<file path="config.mk">
export PLATFORM = sky130hd
export DESIGN_NAME = dnn_feature_packer
export DESIGN_NICKNAME = d
export VERILOG_FILES = /design/src/rtl/dnn_feature_packer.sv
export SDC_FILE = /design/constraint.sdc
export NUM_CORES = 1
export LEC_CHECK = 0
export CAP_MARGIN = 20
export CORE_UTILIZATION = 49
export DETAILED_ROUTE_END_ITERATION = 8
export PLACE_DENSITY = 0.89
export SLEW_MARGIN = 20
export SYNTH_ARGS = -nofsm -noshare
export SYNTH_HDL_FRONTEND = slang
export SYNTH_SLANG_ARGS = --single-unit
</file>
<file path="constraint.sdc">
create_clock -name clk -period 12 [get_ports clk]
set_input_delay 1.8 -clock clk [delete_from_list [all_inputs] [get_ports clk]]
set_output_delay 1.8 -clock clk [all_outputs]
set_load 0.03 [all_outputs]
</file>
<file path="src/rtl/dnn_feature_packer.sv">
`default_nettype none
// ============================================================================
// Module      : dnn_feature_packer
// Description : Collects eight 12-bit features into a 128-bit classifier word,
//               waits RESULT_LAT enabled cycles, then hands off the yprd bit.
// Revision    : 1.0 - initial release
// ============================================================================
module dnn_feature_packer #(
    parameter int unsigned RESULT_LAT = 2
) (
    input  logic         clk,
    input  logic         reset,
    input  logic         enb,
    input  logic         s_valid,
    output logic         s_ready,
    input  logic [11:0]  s_data,
    input  logic         s_sof,
    output logic [127:0] din_out,
    input  logic [7:0]   dout_in,
    output logic         m_valid,
    input  logic         m_ready,
    output logic         m_class,
    output logic         frame_err,
    output logic [15:0]  frame_cnt
);

    localparam int         c_NUM_LANES = 8;
    localparam logic [3:0] c_LAT       = 4'(RESULT_LAT);

    localparam logic [1:0] c_ST_COLLECT = 2'd0;
    localparam logic [1:0] c_ST_EVAL    = 2'd1;
    localparam logic [1:0] c_ST_OUTPUT  = 2'd2;

    logic [1:0]  r_state;
    logic [1:0]  w_state_nxt;
    logic [2:0]  r_idx;
    logic [3:0]  r_cnt;
    logic [11:0] r_lane [c_NUM_LANES];
    logic        r_m_class;
    logic        r_frame_err;
    logic [15:0] r_frame_cnt;

    logic w_accept;
    logic w_restart;
    logic w_last;
    logic w_eval_done;
    logic w_handshake;

    assign w_accept    = enb & s_valid & (r_state == c_ST_COLLECT);
    // A start-of-frame mid-frame restarts at lane 0; it never completes a frame.
    assign w_restart   = w_accept & s_sof & (r_idx != 3'd0);
    assign w_last      = w_accept & ~w_restart & (r_idx == 3'd7);
    assign w_eval_done = enb & (r_state == c_ST_EVAL) & (r_cnt == 4'd0);
    assign w_handshake = enb & (r_state == c_ST_OUTPUT) & m_ready;

    // State register
    always_ff @(posedge clk or posedge reset) begin
        if (reset) begin
            r_state <= c_ST_COLLECT;
        end else if (enb) begin
            r_state <= w_state_nxt;
        end
    end

    // Next-state logic
    always_comb begin
        w_state_nxt = r_state;
        case (r_state)
            c_ST_COLLECT: if (w_last)      w_state_nxt = c_ST_EVAL;
            c_ST_EVAL:    if (w_eval_done) w_state_nxt = c_ST_OUTPUT;
            c_ST_OUTPUT:  if (w_handshake) w_state_nxt = c_ST_COLLECT;
            default:                       w_state_nxt = c_ST_COLLECT;
        endcase
    end

    // Output logic; s_ready is gated by reset so it drops the instant reset asserts.
    always_comb begin
        s_ready   = 1'b0;
        m_valid   = 1'b0;
        case (r_state)
            c_ST_COLLECT: s_ready = enb & ~reset;
            c_ST_OUTPUT:  m_valid = 1'b1;
            default:      ;
        endcase
        m_class   = r_m_class;
        frame_err = r_frame_err;
        frame_cnt = r_frame_cnt;
    end

    // Datapath: lane storage, index, wait counter, result capture, frame count
    always_ff @(posedge clk or posedge reset) begin
        if (reset) begin
            for (int i = 0; i < c_NUM_LANES; i++) begin
                r_lane[i] <= 12'd0;
            end
            r_idx       <= 3'd0;
            r_cnt       <= 4'd0;
            r_m_class   <= 1'b0;
            r_frame_err <= 1'b0;
            r_frame_cnt <= 16'd0;
        end else if (enb) begin
            r_frame_err <= w_restart;
            if (w_restart) begin
                r_lane[0] <= s_data;
                r_idx     <= 3'd1;
            end else if (w_accept) begin
                r_lane[r_idx] <= s_data;
                r_idx         <= r_idx + 3'd1;
            end
            if (w_last) begin
                r_cnt <= c_LAT;
            end else if ((r_state == c_ST_EVAL) && (r_cnt != 4'd0)) begin
                r_cnt <= r_cnt - 4'd1;
            end
            if (w_eval_done) begin
                r_m_class <= dout_in[0];
            end
            if (w_handshake) begin
                r_frame_cnt <= r_frame_cnt + 16'd1;
            end
        end
    end

    generate
        for (genvar k = 0; k < c_NUM_LANES; k++) begin : g_lane
            assign din_out[16*k +: 16] = {4'd0, r_lane[k]};
        end
    endgenerate

endmodule
`default_nettype wire
</file>
==> metrics.txt <==
final hold vios=0; GP Congestion=0.756; total core area=0.0103 sq mm; Post-route DRC=0; Req. time, crit path=10.20 ns; Clock Pin Slew Worst Setup and Hold Paths=0.05 ns; Logic pwr share=40.9%; P per Cell Area=276 mW/mm^2; ANT cells=0; critical path peak fanout=7; Psw=0.000732 W; crit-path most repeated cell=clkdlybuf4s50_1; DIE HEIGHT=105 microns; Post-synth EDFFs=0; Seq cells post-synth=123; grt ovf=0; LEAKAGE=3.27 nW; DP HPWL=7750 microns; post-route ant nets=0; setup total negative slack=0 ns; largest net degree at the start of global routing=63; worst skew pair latency=0.52 ns; sequential share of the synthesized area=59.6%; top cells by count, synth=123 x dfrtp_1, 78 x mux2_2, 36 x buf_4, 20 x mux2_1, 13 x nand2_1; Worst Setup End Kind=output pin; worst slew pin tran=1.07 ns; initial antenna violation count=0; Total Routing Usage GR=22.8%; Slew HR=28.6%; Setup Skew=0.00801 ns; CP Data Arrival Time=3.42 ns; crit path cell chain=clkdlybuf4s50_1, nor4b_1, clkdlybuf4s50_1; layout cells sized above 1=22.7%; ys async rst share=100%; count leader, synth=dfrtp_1; Fin Hold WS=0.473 ns; Primary FF master, synth=dfrtp_1; fin crit period=5.22 ns; Hold WC Path Type=flop to flop; final worst-path setup slack=6.78 ns; Synth Cell Area=0.00517 sq mm; CP max stage cell=clkdlybuf4s50_1; chip width=105 microns; first-iteration detailed-routing DRC count=119; switch share=37.3%; detailed-route via count=3366; FF-to-FF Start=r_state[1]; WL final=11900 microns; synth top area cells=dfrtp_1 60%, mux2_2 17%, buf_4 5.2%, mux2_1 4.4%, xnor2_1 1.7%; DR WL/cell=18.1 microns; clock sink total=123; critical path type=input port to output pin; Synth-to-Final Area Change=37.5%; post-synth cell types=38; Hold Startpoint=frame_cnt[15]; number of max-cap violations=0; Ports=174; mean post-synth cell area=14.2 sq um; fmax=192 MHz; drt pass-1 iters=4; Slew Viols, Final=0; Place WS=6.81 ns; CTS resizes=0; die area=0.0110 sq mm; post-route cell area=0.00711 sq mm; Clock power frac=26.0%; CTS buffer count=17; CTS tree=yes; Flop pwr share=33.1%; Crit path largest cell delay=0.73 ns; CTS Hold Bufs=0; I/O Buffers=134; top cell type by total area after synthesis=dfrtp_1; Final #Nets=538; first-pass GRT wire length=18700 microns; Worst VDD drop=0.176 mV; # Post-CTS Setup Buffers=0; # rows=37; P_int=0.00123 W; Gate Count Post-Synth=365; RSZ-0062 raised after global routing=no; critical path startpoint category=input port; Final setup viols=0; Max H-tree Level=4; largest buffer count on any clock path=2; status=completed; period utilization=43.5%; Initial Util=50.3%; Worst Setup SP=enb; vias in the first global route=3433; YS warnings=0; Post-DP Area=0.00651 sq mm; post-synth top area share=59.6%; CTS root buf=clkbuf_8; routed vias/inst=5.14
cell families (layout without fill, tap and decap cells):
family / count (synthesis) / count (layout) / share of synthesized area [%]
compound gates: 12 / 12 / 1.43
xor+xnor: 17 / 17 / 2.88
fa+ha+maj: 6 / 6 / 1.45
buf+inv: 52 / 175 / 6.59
flops: 123 / 123 / 59.6
mux: 99 / 99 / 21.5
other cells: 1 / 32 / 0.0726
simple gates: 55 / 55 / 6.46
flip-flops by register name (all words and copies together) (netlist names):
| signal | cells |
|---|---|
| r_idx | 3 |
| frame_err | 1 |
| r_cnt | 4 |
| m_class | 1 |
| frame_cnt | 16 |
| r_state | 2 |
| din_out | 96 |
power groups by stage:
| stage | clock network [W] | registers [W] | logic, W |
|---|---|---|---|
| floorplan | 0 | 0.000914 | 0.000193 |
| global placement | 0 | 0.000640 | 0.000785 |
| detailed placement | 0 | 0.000652 | 0.000801 |
| CTS | 0.000519 | 0.000650 | 0.000808 |
| global route | 0.000539 | 0.000666 | 0.000837 |
| finish | 0.000511 | 0.000650 | 0.000801 |
final timing paths:
check,end,slack (ns),depth (start not counted)
max,s_ready,6.78,3
min,frame_cnt[15],0.47,1
max reg2reg,din_out[105],9.00,4
min reg2reg,frame_cnt[15],0.47,1
max in group asynchronous,din_out[27],8.89,3
min in group asynchronous,m_class,1.80,2
placed cells by master (no fill, tap or decap), types with 3 or more instances in the layout:
cell / Yosys / final
and4_1: 3 / 3
clkinv_2: 0 / 3
nand3_1: 9 / 9
o21ai_0: 4 / 4
nand2_1: 13 / 13
mux2_2: 78 / 78
nor2_1: 6 / 6
clkinv_4: 0 / 4
clkdlybuf4s50_1: 0 / 134
mux2_1: 20 / 20
nand4_1: 4 / 4
bufinv_16: 0 / 3
clkbuf_16: 0 / 16
nor3_1: 3 / 3
dfrtp_1: 123 / 123
ha_1: 6 / 6
xnor2_1: 10 / 10
inv_1: 7 / 6
conb_1: 1 / 32
clkinvlp_4: 0 / 3
xor2_1: 7 / 7
routing by layer:
| metal | global-route usage [%] | share of wire (%) | vias to the layer above |
|---|---|---|---|
| li1 | - | - | 1505 |
| met1 | 26.8 | 41 | 1724 |
| met2 | 37.2 | 49 | 127 |
| met3 | 10.7 | 9.1 | 10 |
| met4 | 6.94 | 0.98 | 0 |
| met5 | 0 | 0 | - |
worst max-delay path, delay by kind of cell:
| kind | cells | cell delay (ns) |
|---|---|---|
| and+or+nand+nor | 1 | 0.31 |
| buffers and inverters | 2 | 1.31 |
layout make-up:
type                    instances  area (sq um)
multi-input cells             221          1880
flip-flops and latches        123          3080
well taps                     136           170
repair buffers                135          1350
fillers                       704          3170
clock buffers                  18           428
inverters                       8          32.5
clock inverters                14           171
stage by stage:
step                util [%]  cells  total power [W]
floorplan                  -    396          0.00111
global placement        63.3    623          0.00142
detailed placement      63.3    623          0.00145
CTS                     69.2    655          0.00198
global route            69.2    655          0.00204
finish                  69.2    655          0.00196
Power figures use the tool's default switching activity.
